$ cat config.mk
export PLATFORM = sky130hd
export DESIGN_NAME = pwm_duty_scheduler
export DESIGN_NICKNAME = d
export VERILOG_FILES = /design/src/rtl/pwm_duty_scheduler.sv
export SDC_FILE = /design/constraint.sdc
export NUM_CORES = 1
export LEC_CHECK = 0
export BUFFER_PORTS_ARGS = -buffer_cell sky130_fd_sc_hd__buf_2
export CORE_ASPECT_RATIO = 0.6
export CORE_MARGIN = 8
export CORE_UTILIZATION = 55
export DETAILED_ROUTE_END_ITERATION = 6
export PLACE_DENSITY = 0.75
export SYNTH_ARGS = -nofsm -noshare
export SYNTH_HDL_FRONTEND = slang
export SYNTH_SLANG_ARGS = --single-unit
$ cat constraint.sdc
create_clock -name clock -period 2.78 [get_ports clock]
set_input_delay 0.556 -clock clock [delete_from_list [all_inputs] [get_ports clock]]
set_output_delay 0.556 -clock clock [all_outputs]
set_load 0.005 [all_outputs]
$ cat src/rtl/pwm_duty_scheduler.sv
`timescale 1ns/1ps
`default_nettype none
// ============================================================================
// Module   : pwm_duty_scheduler
// Purpose  : Multi-channel duty-cycle scheduler in front of a PWM generator
//            bank. Takes duty commands over a valid/ready handshake and
//            applies them only at PWM period boundaries, so a generator
//            never sees its duty change mid-period. With the optional slew
//            limiter, each channel moves at most STEP per period.
// Options  : define PWM_SLEW_LIMIT_EN to enable per-channel slew limiting;
//            when undefined, a new target lands in full at the next commit
//            and STEP is ignored.
// Ports    :
//   clock        in   system clock
//   reset        in   asynchronous, active-low reset
//   cmd_valid    in   command present
//   cmd_ready    out  high in RUN while out of reset; accept = valid & ready
//   cmd_ch       in   target channel (values >= N_CH are accepted, dropped)
//   cmd_duty     in   requested duty (clamped to MAX_DUTY)
//   duty_out     out  committed duty, channel k in bits [8k+7:8k]
//   period_tick  out  one-cycle pulse while the period counter is PERIOD-1
//   busy         out  high while any committed duty differs from its target
// Revision : 1.0 - initial release
// ============================================================================
module pwm_duty_scheduler #(
  parameter int N_CH     = 4,
  parameter int PERIOD   = 2500,
  parameter int STEP     = 5,
  parameter int MAX_DUTY = 250
) (
  input  logic              clock,
  input  logic              reset,
  input  logic              cmd_valid,
  output logic              cmd_ready,
  input  logic [2:0]        cmd_ch,
  input  logic [7:0]        cmd_duty,
  output logic [8*N_CH-1:0] duty_out,
  output logic              period_tick,
  output logic              busy
);

  localparam int c_CNT_W = $clog2(PERIOD);
  localparam int c_IDX_W = $clog2(N_CH);

  localparam logic [c_CNT_W-1:0] c_CNT_LAST = c_CNT_W'(PERIOD - 1);
  localparam logic [c_CNT_W-1:0] c_CNT_PRE  = c_CNT_W'(PERIOD - 2);
  localparam logic [c_IDX_W-1:0] c_IDX_LAST = c_IDX_W'(N_CH - 1);
  localparam logic [7:0]         c_MAX8     = 8'(MAX_DUTY);
  localparam logic [3:0]         c_NCH4     = 4'(N_CH);

  localparam logic [1:0] c_ST_RUN    = 2'd0;
  localparam logic [1:0] c_ST_SCAN   = 2'd1;
  localparam logic [1:0] c_ST_COMMIT = 2'd2;

  // Elaboration-time guard on the parameter ranges the scheduler relies on.
  if (N_CH < 2 || N_CH > 8 || PERIOD <= N_CH + 2 || STEP < 1 || STEP > 250 ||
      MAX_DUTY < 0 || MAX_DUTY > 255) begin : g_bad_param
    $error("pwm_duty_scheduler: parameter out of range");
  end

  logic [c_CNT_W-1:0] r_cnt;
  logic               r_tick;
  logic [1:0]         r_state;
  logic [c_IDX_W-1:0] r_idx;
  logic               r_busy;
  logic [N_CH-1:0]    w_diff;
  logic               w_accept;
  logic               w_ch_ok;
  logic [7:0]         w_cmd_clamped;

  // --------------------------------------------------------------------------
  // Period counter. The tick register is loaded one count early so that it
  // is high exactly while the counter holds PERIOD-1.
  // --------------------------------------------------------------------------
  always_ff @(posedge clock or negedge reset) begin
    if (!reset) begin
      r_cnt  <= '0;
      r_tick <= 1'b0;
    end else begin
      r_cnt  <= (r_cnt == c_CNT_LAST) ? '0 : r_cnt + 1'b1;
      r_tick <= (r_cnt == c_CNT_PRE);
    end
  end

  // --------------------------------------------------------------------------
  // RUN -> SCAN (N_CH cycles, one channel each) -> COMMIT (1 cycle) -> RUN.
  // A command accepted on the tick cycle writes its target on the same edge
  // that enters SCAN, so the scan already sees it.
  // --------------------------------------------------------------------------
  always_ff @(posedge clock or negedge reset) begin
    if (!reset) begin
      r_state <= c_ST_RUN;
      r_idx   <= '0;
    end else begin
      case (r_state)
        c_ST_RUN: begin
          if (r_tick) begin
            r_state <= c_ST_SCAN;
            r_idx   <= '0;
          end
        end
        c_ST_SCAN: begin
          if (r_idx == c_IDX_LAST) begin
            r_state <= c_ST_COMMIT;
          end else begin
            r_idx <= r_idx + 1'b1;
          end
        end
        c_ST_COMMIT: begin
          r_state <= c_ST_RUN;
        end
        default: begin
          r_state <= c_ST_RUN;
        end
      endcase
    end
  end

  // Ready drops combinationally with reset so nothing is taken during reset.
  assign cmd_ready     = (r_state == c_ST_RUN) && reset;
  assign w_accept      = cmd_valid && cmd_ready;
  assign w_ch_ok       = ({1'b0, cmd_ch} < c_NCH4);
  assign w_cmd_clamped = (cmd_duty > c_MAX8) ? c_MAX8 : cmd_duty;

  // --------------------------------------------------------------------------
  // Per-channel target / working copy / committed duty.
  // --------------------------------------------------------------------------
  for (genvar k = 0; k < N_CH; k++) begin : g_ch
    logic [7:0] r_target;
    logic [7:0] r_cur;
    logic [7:0] r_duty;
    logic [7:0] w_cur_next;

`ifdef PWM_SLEW_LIMIT_EN
    // Slew step in 9 bits so cur+STEP and target+STEP cannot wrap. The
    // result always lies between cur and target, so it stays within
    // 0..MAX_DUTY.
    localparam logic [8:0] c_STEP9 = 9'(STEP);
    localparam logic [7:0] c_STEP8 = 8'(STEP);
    logic [8:0] w_up;
    logic [8:0] w_dn_floor;

    always_comb begin
      w_up       = {1'b0, r_cur} + c_STEP9;
      w_dn_floor = {1'b0, r_target} + c_STEP9;
      w_cur_next = r_cur;
      if (r_target > r_cur) begin
        w_cur_next = (w_up > {1'b0, r_target}) ? r_target : w_up[7:0];
      end else if (r_target < r_cur) begin
        // cur >= target + STEP guarantees cur >= STEP, so no underflow.
        w_cur_next = ({1'b0, r_cur} < w_dn_floor) ? r_target
                                                  : (r_cur - c_STEP8);
      end
    end
`else
    always_comb begin
      w_cur_next = r_target;
    end
`endif

    always_ff @(posedge clock or negedge reset) begin
      if (!reset) begin
        r_target <= 8'd0;
        r_cur    <= 8'd0;
        r_duty   <= 8'd0;
      end else begin
        if (w_accept && w_ch_ok && (cmd_ch == 3'(k))) begin
          r_target <= w_cmd_clamped;
        end
        if ((r_state == c_ST_SCAN) && (r_idx == c_IDX_W'(k))) begin
          r_cur <= w_cur_next;
        end
        // All channels load together, only in COMMIT.
        if (r_state == c_ST_COMMIT) begin
          r_duty <= r_cur;
        end
      end
    end

    assign duty_out[8*k +: 8] = r_duty;
    assign w_diff[k]          = (r_duty != r_target);
  end

  always_ff @(posedge clock or negedge reset) begin
    if (!reset) begin
      r_busy <= 1'b0;
    end else begin
      r_busy <= |w_diff;
    end
  end

  assign period_tick = r_tick;
  assign busy        = r_busy;

endmodule
`default_nettype wire

[Word level (Yosys, flattened, before mapping)]
Cells that the tools add are included.
Cells by class
  shift operators: 0
  add/sub/neg operators: 2
  reduce and logical (&&, ||, !) cells: 18
  bitwise operators: 0
  equal/unequal tests: 17
  multipliers: 0
  multiplexer cells: 8
  div/mod/pow operators: 0
  magnitude comparators: 2
Operators by type and width (number)
  8-bit inequality test: 4
  12-bit equality test, second input constant: 2
  12-bit by 1-bit adder with 12-bit output, second input constant: 1
  12-bit 2-to-1 mux: 1
  1-bit logical AND: 11
  8-bit greater-than comparator, second input constant: 1
  2-bit 2-to-1 mux: 4
  8-bit 2-to-1 mux: 1
  2-bit one-hot mux with 2 select lines: 2
  2-bit equality test, second input constant: 3
  3-bit by 2-bit equality test with 1-bit output, second input constant: 2
  2-bit inequality test, second input constant: 3
  2-bit by 1-bit equality test with 1-bit output, second input constant: 2
  2-bit logical NOT: 2
  4-bit OR reduction: 1
  3-bit by 1-bit equality test with 1-bit output, second input constant: 1
  3-bit logical NOT: 1
  3-bit < comparator, second input constant: 1
  3-bit AND reduction: 1
  2-bit by 1-bit adder with 2-bit output, second input constant: 1
  2-bit AND reduction: 1
  2-bit nonzero test: 1
Storage, ports and cells
  word-level logic and storage cells: 64
  bits in read-only memories: 0
  register bits after elaboration: 114
  memories kept: 0
  memory bits (writable): 0
  latch bits: 0
  output and inout port bits: 35

[Depth between registers and ports, before layout]
Gate-level depths: netlist of the first run.
  depth after elaboration: 5
  mapped depth: 5

[Worst setup path before layout of the first run]
No wires, ideal clock.
  kind: input -> register
  start point: in cmd_valid
  end point: reg g_ch[2].r_target[4]
  arrival time: 1.656 ns
  buffers on the path: 1
  stages: 4
  setup time: 0.125 ns
  path slack: 0.999 ns
  cells stage by stage: nand4bb_4 -> or4b_4 -> buf_6 -> mux2_4
Between the ends
  word-level cells in the longest chain between the ends: 3
Ends and longest elaborated chain
  start: declaration: line 33  | input logic cmd_valid,
  1-bit logical AND: line 121  | assign w_accept = cmd_valid && cmd_ready;
  1-bit logical AND (2 in a row): line 167  | if (w_accept && w_ch_ok && (cmd_ch == 3'(k))) begin
  end signal: assignment: line 168  | r_target <= w_cmd_clamped;
  end: declaration: line 129  | logic [7:0] r_target;
No other way between the ends.
A chain may end at the register's enable or synchronous reset.

[Final worst setup path of the first run]
  start point: reg r_cnt[2]
  end point: reg r_cnt[2]
Between the ends
  word-level cells in the longest chain between the ends: 2
Ends and longest elaborated chain
  start: declaration: line 61  | logic [c_CNT_W-1:0] r_cnt;
  start signal: assignment: line 80  | r_cnt <= (r_cnt == c_CNT_LAST) ? '0 : r_cnt + 1'b1;
  12-bit by 1-bit adder with 12-bit output or 12-bit equality test (tied branches): line 80
  12-bit 2-to-1 mux (*): line 80
Mark *: on every way between the ends. The rest lies on a longest branch, timed or not.

==> flow_summary.ini, run 1 <==
[run_status]
outcome = finished clean

[clock_network]
cts_buffer_depth = 2
clock_sinks = 114
path_clk_slew_ns = 0.05
postCtsResizedCells = 0
hold_buffers = 0
tritoncts = done
cts_setup_buffers = 0
root_buffer = clkbuf_16
cts_buffers = 17
clkLatencyLatePin_ns = 0.41
htree_num_levels = 4

[placement]
dp.cells = 511
pre_cts_slack_ns = 0.721
hpwlAfterDp_um = 7000
place.gp.congestion = 0.828
portBuffers = 48
placed_area_um2 = 5240

[yosys]
synth_area_leaders = dfrtp_1 (59%), mux2_2 (18%), xnor2_1 (6.3%)
synth_cell_types = 36
yosysTopAreaCell = dfrtp_1
synthFlopType = dfrtp_1
synth-warning-count = 0
synth_seq_area_share = 0.587
syn_nets = 374
syn-cell-area_um2 = 4860
synthArstFlopShare = 1.00
synthesis.instances = 354
netlist.area_leader.share = 0.587
avgSynthCellArea_um2 = 13.7
synth_edf_count = 0
yosys_register_bits = 114

[timing]
relSlewSlack = 0.276
fin_crit_sh = 0.751
fin_crit_ns = 2.09
setup_ws_ns = 0.693
final-setup-viol-count = 0
worst_hold_slack_ns = 0.159
maxSlewViolCount = 0
setup_tns_ns = 0
worst_pin_slew_ns = 1.09
fmax_mhz = 479
fin_skew_ns = 0.00761
rsz0062_at_grt = no
hold_violations = 0

[drt]
vias = 2996
drc = 0
drt_pass1_iterations = 4
drtIter0Drc = 204
finalWirelength_um = 10300
viasPerCell = 5.52
routedWlPerCell_um = 18.9
drtAntennaViolNets = 0

[power_and_ir_drop]
ir_drop_v = 0.000447
p_per_area_nw_per_um2 = 764
internal-power_mw = 3.49
swShare = 0.221
combPwrFrac = 0.069
p_total_mw = 4.48
power_leakage_nw = 2.89
clockPowerShare = 0.512
p_switching_mw = 0.990
seqPwrFrac = 0.419

[die]
std_cell_rows = 26
start_util = 0.568
core_um2 = 8560
dieHeight_um = 88.8
ios = 49
fp.dieW_um = 137
dieArea_um2 = 12200

[worst_setup_path]
setup.worst_path.start_class = flip-flop
r2r_setup_slack_ns = 0.69
worstPathArrival_ns = 2.38
cp.required_ns = 3.07
criticalPathCategory = reg2reg
end_kind = flip-flop
worst-path-max-fanout = 6
r2r_start = r_cnt[2]
r2r-end = r_cnt[2]
ff2ff_path_depth = 4

[hold_path]
hp-class = in2async

[final_layout]
final_nets = 438
final-seq-area_um2 = 2850
post-route-util = 0.686
nFillCells = 592
layout_commonest_cell = dfrtp_1
postLayoutCellArea_um2 = 5870
syn2layout_area_growth_pct = 20.7
layout-drive-gt1-share = 0.404
final_cell_mix = dfrtp_1 (114), mux2_2 (79), buf_2 (47), xnor2_1 (35)
multiInputGateArea_um2 = 1930
final_cells = 543
diodes = 0

[grt]
grt_use_total = 0.187
grt_pass1_wl_um = 16900
grt_overflow = 0
antenna_found_initial = 0
grt_max_degree = 89
grt_pass1_vias = 3118

[job]
drv_cap = 0
==> worst max-delay path, stage by stage, from the launching register on <==
cell,delay (ns)
dfrtp_1,0.44
or4b_2,0.70
nor4_1,0.48
nor2_1,0.07
mux2_2,0.28
==> worst max path at each step <==
stage                                      to  cells past startpoint  startpoint
after global placement      g_ch[0].r_duty[5]                      3       reset
final                                r_cnt[2]                      4    r_cnt[2]
after floorplan           g_ch[2].r_target[4]                      4   cmd_valid
after global routing                 r_cnt[2]                      4    r_cnt[2]
after CTS                            r_cnt[2]                      4    r_cnt[2]
after detailed placement    g_ch[0].r_duty[4]                      3       reset
==> cells in the mapped netlist, types with 2 or more instances <==
master / count
a21oi_1: 5
xor2_1: 5
mux2_2: 79
xnor2_1: 35
nor3_1: 2
nand2b_1: 2
dfrtp_1: 114
nor2b_1: 2
and2_1: 2
inv_1: 9
buf_2: 6
nor4_1: 4
mux2_4: 4
nand4_1: 9
and4_1: 2
mux2_1: 2
o21ai_0: 12
and3_1: 2
nor2_1: 12
nand3_1: 9
nand2_1: 17
ha_1: 6
==> state kept, by name, indices dropped and copies added (netlist names) <==
signal         cells
g_ch.r_cur        32
g_ch.r_duty       32
g_ch.r_target     32
r_cnt             12
r_idx              2
r_state            2
busy               1
period_tick        1
==> kinds of logic (layout without fill, tap and decap cells) <==
kind of cell	count (synthesis)	after routing	share of synthesized area
adders and majority gates	6	6	0.0154
DFF	114	114	0.587
and+or+nand+nor	71	71	0.0854
buffers and inverters	17	94	0.0162
xor gates and xnor gates	40	40	0.0721
AOI/OAI and AO/OA	20	20	0.0221
muxes	86	86	0.202
==> area by class of cell <==
class | instances | area share
clock buffers | 21 | 0.0802
clock inverters | 11 | 0.0269
inverters | 9 | 0.00576
multi-input cells | 223 | 0.329
flip-flops and latches | 114 | 0.486
well taps | 112 | 0.0239
repair buffers | 53 | 0.0478
==> metal layers <==
metal	vias to the layer above	global-route usage	routed length, µm
met4	0	0.0676	114
met1	1546	0.254	5080
li1	1373	-	-
met5	-	0	0
met3	12	0.0663	542
met2	65	0.269	4520
==> power groups by stage <==
stage               sequential (mW)  clock, mW  combinational (mW)
floorplan                      1.87          0               0.207
global placement               1.90          0               0.299
detailed placement             1.90          0               0.306
CTS                            1.88       2.33               0.314
global route                   1.89       2.40               0.347
finish                         1.88       2.29               0.310
(Power assumes the default switching activity.)
==> inputs of run 2 (changes only) <==
==> constraint.sdc (replaced) <==
create_clock -name clock -period 2.15 [get_ports clock]
set_input_delay 0.43 -clock clock [delete_from_list [all_inputs] [get_ports clock]]
set_output_delay 0.43 -clock clock [all_outputs]
set_load 0.005 [all_outputs]
==> run 2 against run 1 <==
  * Final area is 0.19% higher
  * Total power rose by 27%
  * Count of clock-buffer cells in the layout increased by 1
  * Clock power is 26% higher
  * Sequential share of layout area is 0.093 points lower
  * Flip-flop and latch count did not move
  * Global-route usage about the same
  * Critical endpoint is now r_cnt[6]
  * Largest power group unchanged
  * Highest routed layer unchanged
==> flow_summary.ini, run 2 (synthesized netlist as in run 1, its figures left out) <==
[worst_setup_path]
r2r-end = r_cnt[6]
worstPathArrival_ns = 2.15
cpPeakStageDelay_ns = 0.66
ff2ff_path_depth = 4
slowest_stage = or4b_2
cp.required_ns = 2.43
end_kind = flip-flop
path_buf_inv = 0
crit_chain = or4b_2 > nor4_1 > and2_1 > nor2_1
setup.worst_path.start_class = flip-flop
r2r_start = r_cnt[2]
r2r_setup_slack_ns = 0.28
cp_top_family = simple AND/OR/NAND/NOR gates
path_depth = 4
worst-path-max-fanout = 6
criticalPathCategory = reg2reg

[timing]
worst_hold_slack_ns = 0.123
fin_crit_sh = 0.869
fin_crit_ns = 1.87
hold_violations = 0
rsz0062_at_grt = no
worst_pin_slew_ns = 0.587
relSlewSlack = 0.608
final-setup-viol-count = 0
setup_tns_ns = 0
maxSlewViolCount = 0
fmax_mhz = 535
fin_skew_ns = 0.00440

[power_and_ir_drop]
internal-power_mw = 4.43
combPwrFrac = 0.069
p_per_area_nw_per_um2 = 969
p_switching_mw = 1.26
seqPwrFrac = 0.425
power_leakage_nw = 2.89
ir_drop_v = 0.000792
clockPowerShare = 0.505
swShare = 0.222

[drt]
finalWirelength_um = 10200
drt-met1-wl_um = 4870
drtIter0Drc = 144
vias = 2990
dr.max_layer_used = met4
drtAntennaViolNets = 0
wl_met3_um = 754
drt_pass1_iterations = 4
routedWlPerCell_um = 18.7
viasPerCell = 5.51
drc = 0
wl_met2_um = 4490

[grt]
grt_overflow = 0
antenna_found_initial = 0
grt_use_total = 0.186
grt_pass1_vias = 3161
grt_max_degree = 115
grt_pass1_wl_um = 16800

[clock_network]
clock_sinks = 114
postCtsResizedCells = 0
htree_num_levels = 4
tritoncts = done
path_clk_slew_ns = 0.05
cts_buffer_depth = 2
root_buffer = clkbuf_16
hold_buffers = 0
cts_setup_buffers = 0
clkLatencyLatePin_ns = 0.40
cts_buffers = 17

[die]
std_cell_rows = 26
start_util = 0.568
dieHeight_um = 88.8
core_um2 = 8560
ios = 49
fp.dieW_um = 137
dieArea_um2 = 12200

[placement]
hpwlAfterDp_um = 6990
place.gp.congestion = 0.812
dp.cells = 511
portBuffers = 48
placed_area_um2 = 5270

[final_layout]
postLayoutCellArea_um2 = 5880
layout_commonest_cell = dfrtp_1
syn2layout_area_growth_pct = 20.9
final_nets = 438
final_cell_mix = dfrtp_1 (114), mux2_2 (79), buf_2 (47), xnor2_1 (35)
layout-drive-gt1-share = 0.404
final_cells = 543
top_regs = g_ch.r_cur: 32 flops, g_ch.r_duty: 32 flops, g_ch.r_target: 32 flops
diodes = 0
post-route-util = 0.687

[hold_path]
hp-class = in2async

[job]
drv_cap = 0

[run_status]
outcome = finished clean
==> run 2: changes by cell type in the layout (fill, tap and decap cells not counted) <==
cell | previous run | this run
buf_12 | 0 | 2
buf_4 | 6 | 4
bufinv_16 | 4 | 3
clkbuf_8 | 3 | 4
clkinv_2 | 6 | 5
clkinvlp_4 | 1 | 2
==> run 2: power groups by stage <==
| stage | Sequential [mW] | Clock [mW] | Combinational, mW |
|---|---|---|---|
| global route | 2.45 | 3.04 | 0.442 |
| global placement | 2.45 | 0 | 0.389 |
| finish | 2.42 | 2.88 | 0.396 |
| detailed placement | 2.46 | 0 | 0.395 |
| floorplan | 2.42 | 0 | 0.267 |
| CTS | 2.43 | 2.92 | 0.403 |
==> run 2: worst max path at each step <==
stage,from,slack (ns),end
floorplan,r_state[1],0.39,g_ch[2].r_target[4]
global placement,reset,0.33,g_ch[0].r_target[4]
detailed placement,r_cnt[2],0.30,r_cnt[2]
CTS,r_cnt[9],0.29,r_cnt[2]
global route,r_cnt[2],0.17,r_cnt[11]
finish,r_cnt[2],0.28,r_cnt[6]
==> run 2: final cells by class <==
cell class | instances | area, µm²
tap | 112 | 140
fill | 630 | 2680
timing repair buffer | 53 | 305
sequential | 114 | 2850
clock buffer | 22 | 484
multi-input combinational | 223 | 1930
inverter | 9 | 33.8
clock inverter | 10 | 130
==> run 2: metal layers <==
layer  GRT usage  vias to the layer above
met5           0                        -
met4      0.0647                        0
met3      0.0839                        7
met2       0.262                       80
met1       0.249                     1531
li1            -                     1372
==> run 2: metrics by stage <==
stage	total power [mW]	setup slack [ns]
finish	5.70	0.282
CTS	5.75	0.293
global placement	2.84	0.329
floorplan	2.69	0.387
detailed placement	2.85	0.301
global route	5.93	0.171
==> inputs of run 3 (changes only) <==
--- a/config.mk
+++ b/config.mk
@@ -10,7 +10,7 @@
 export CORE_MARGIN = 8
 export CORE_UTILIZATION = 55
 export DETAILED_ROUTE_END_ITERATION = 6
-export PLACE_DENSITY = 0.75
+export PLACE_DENSITY = 0.84
 export SYNTH_ARGS = -nofsm -noshare
 export SYNTH_HDL_FRONTEND = slang
 export SYNTH_SLANG_ARGS = --single-unit
==> run 3 against run 2 <==
  * Clock power is 9.4% lower
  * Worst setup slack lost 0.056 ns
  * Routed wire length rose by 2.7%
  * Core utilization is 0.88 points lower
  * Critical path type unchanged
  * Critical endpoint is now r_cnt[2]
  * Largest cell class unchanged
==> flow_summary.ini, run 3 (synthesized netlist as in run 1, its figures left out) <==
[clock_network]
clkLatencyLatePin_ns = 0.41
postCtsResizedCells = 0
cts_buffers = 17
htree_num_levels = 4
clock_sinks = 114
hold_buffers = 0
cts_setup_buffers = 0
cts_buffer_depth = 2
root_buffer = clkbuf_16
tritoncts = done
path_clk_slew_ns = 0.05

[final_layout]
post-route-util = 0.678
top_regs = g_ch.r_cur: 32 flops, g_ch.r_duty: 32 flops, g_ch.r_target: 32 flops
diodes = 0
final_cell_mix = dfrtp_1 (114), mux2_2 (79), buf_2 (47), xnor2_1 (35)
layout-drive-gt1-share = 0.394
syn2layout_area_growth_pct = 19.4
layout_commonest_cell = dfrtp_1
final_nets = 437
nFillCells = 591

[worst_setup_path]
end_kind = flip-flop
r2r_setup_slack_ns = 0.23
r2r-end = r_cnt[2]
crit_chain = or4b_2 > nor4_1 > nor2_1 > mux2_2
worst-path-max-fanout = 6
worstPathArrival_ns = 2.21
r2r_start = r_cnt[2]
ff2ff_path_depth = 4
setup.worst_path.start_class = flip-flop
cp.required_ns = 2.43
criticalPathCategory = reg2reg
critPathLaunch = r_cnt[2]
slowest_stage = or4b_2
cpPeakStageDelay_ns = 0.67

[drt]
drt_pass1_iterations = 4
viasPerCell = 5.55
wl_met2_um = 4780
wl_met3_um = 452
drtAntennaViolNets = 0
finalWirelength_um = 10500
routedWlPerCell_um = 19.3
dr.max_layer_used = met4
drc = 0
vias = 3005
drtIter0Drc = 188
drt-met1-wl_um = 5090

[placement]
pre_cts_slack_ns = 0.256
portBuffers = 48
hpwlAfterDp_um = 7200
place.gp.congestion = 0.815

[timing]
hold_violations = 0
relSlewSlack = 0.600
fin_crit_sh = 0.895
rsz0062_at_grt = no
fin_crit_ns = 1.92
maxSlewViolCount = 0
fin_skew_ns = 0.00615
fmax_mhz = 520
setup_tns_ns = 0
final-setup-viol-count = 0
setup_ws_ns = 0.226
worst_pin_slew_ns = 0.594

[grt]
grt_pass1_vias = 3236
grt_max_degree = 115
grt_pass1_wl_um = 16900
grt_use_total = 0.186
antenna_found_initial = 0
grt_overflow = 0

[power_and_ir_drop]
ir_drop_v = 0.000575
power_leakage_nw = 2.86
p_total_mw = 5.44
p_per_area_nw_per_um2 = 938

[die]
dieHeight_um = 88.8
ios = 49
start_util = 0.568
fp.dieW_um = 137
core_um2 = 8560
std_cell_rows = 26
dieArea_um2 = 12200

[hold_path]
hp-class = in2async

[run_status]
outcome = finished clean

[job]
drv_cap = 0
## run 3: cell types whose count changed in the layout (fill, tap and decap cells not counted)
cell / delta
clkbuf_1: +3
clkbuf_8: +1
bufinv_16: -2
clkinvlp_4: -2
clkinv_2: -1
buf_12: -1
## run 3: area by class of cell
cell class              count  area (µm²)  share of cell area
inverters                   9        33.8             0.00582
clock buffers              26         509              0.0877
repair buffers             52         285              0.0491
multi-input cells         223        1930               0.333
clock inverters             5        50.0             0.00862
well taps                 112         140              0.0241
flip-flops and latches    114        2850               0.491
## run 3: worst max path at each step
stage,to,slack [ns],depth (start not counted)
after CTS,r_cnt[2],0.25,4
after floorplan,g_ch[2].r_target[4],0.39,4
after global routing,r_cnt[2],0.09,4
after detailed placement,r_cnt[2],0.26,4
final,r_cnt[2],0.23,4
after global placement,g_ch[0].r_target[4],0.35,4
## run 3: where the power goes
| part | total, mW | leakage, nW | internal [mW] | switching (mW) |
|---|---|---|---|---|
| Clock | 2.61 | 0.280 | 1.72 | 0.888 |
| Combinational | 0.394 | 1.06 | 0.212 | 0.182 |
| Sequential | 2.44 | 1.52 | 2.29 | 0.150 |
## run 3: metal layers
layer | vias up | GRT usage
met3 | 13 | 0.0459
met2 | 83 | 0.283
met1 | 1542 | 0.248
met5 | - | 0
met4 | 0 | 0.0853
li1 | 1367 | -
## run 3: per-stage QoR
stage / hold slack [ns] / instance area (µm²) / std cells
floorplan: 0.134 / 4860 / 354
global placement: 0.463 / 5250 / 510
detailed placement: 0.486 / 5250 / 510
CTS: 0.168 / 5800 / 541
global route: 0.198 / 5800 / 541
finish: 0.156 / 5800 / 541
## run 3: worst max-delay path: cells and delay by family, from the launching register on
family | cells | cell delay, ns
simple gates | 3 | 1.12
flops | 1 | 0.42
mux | 1 | 0.27
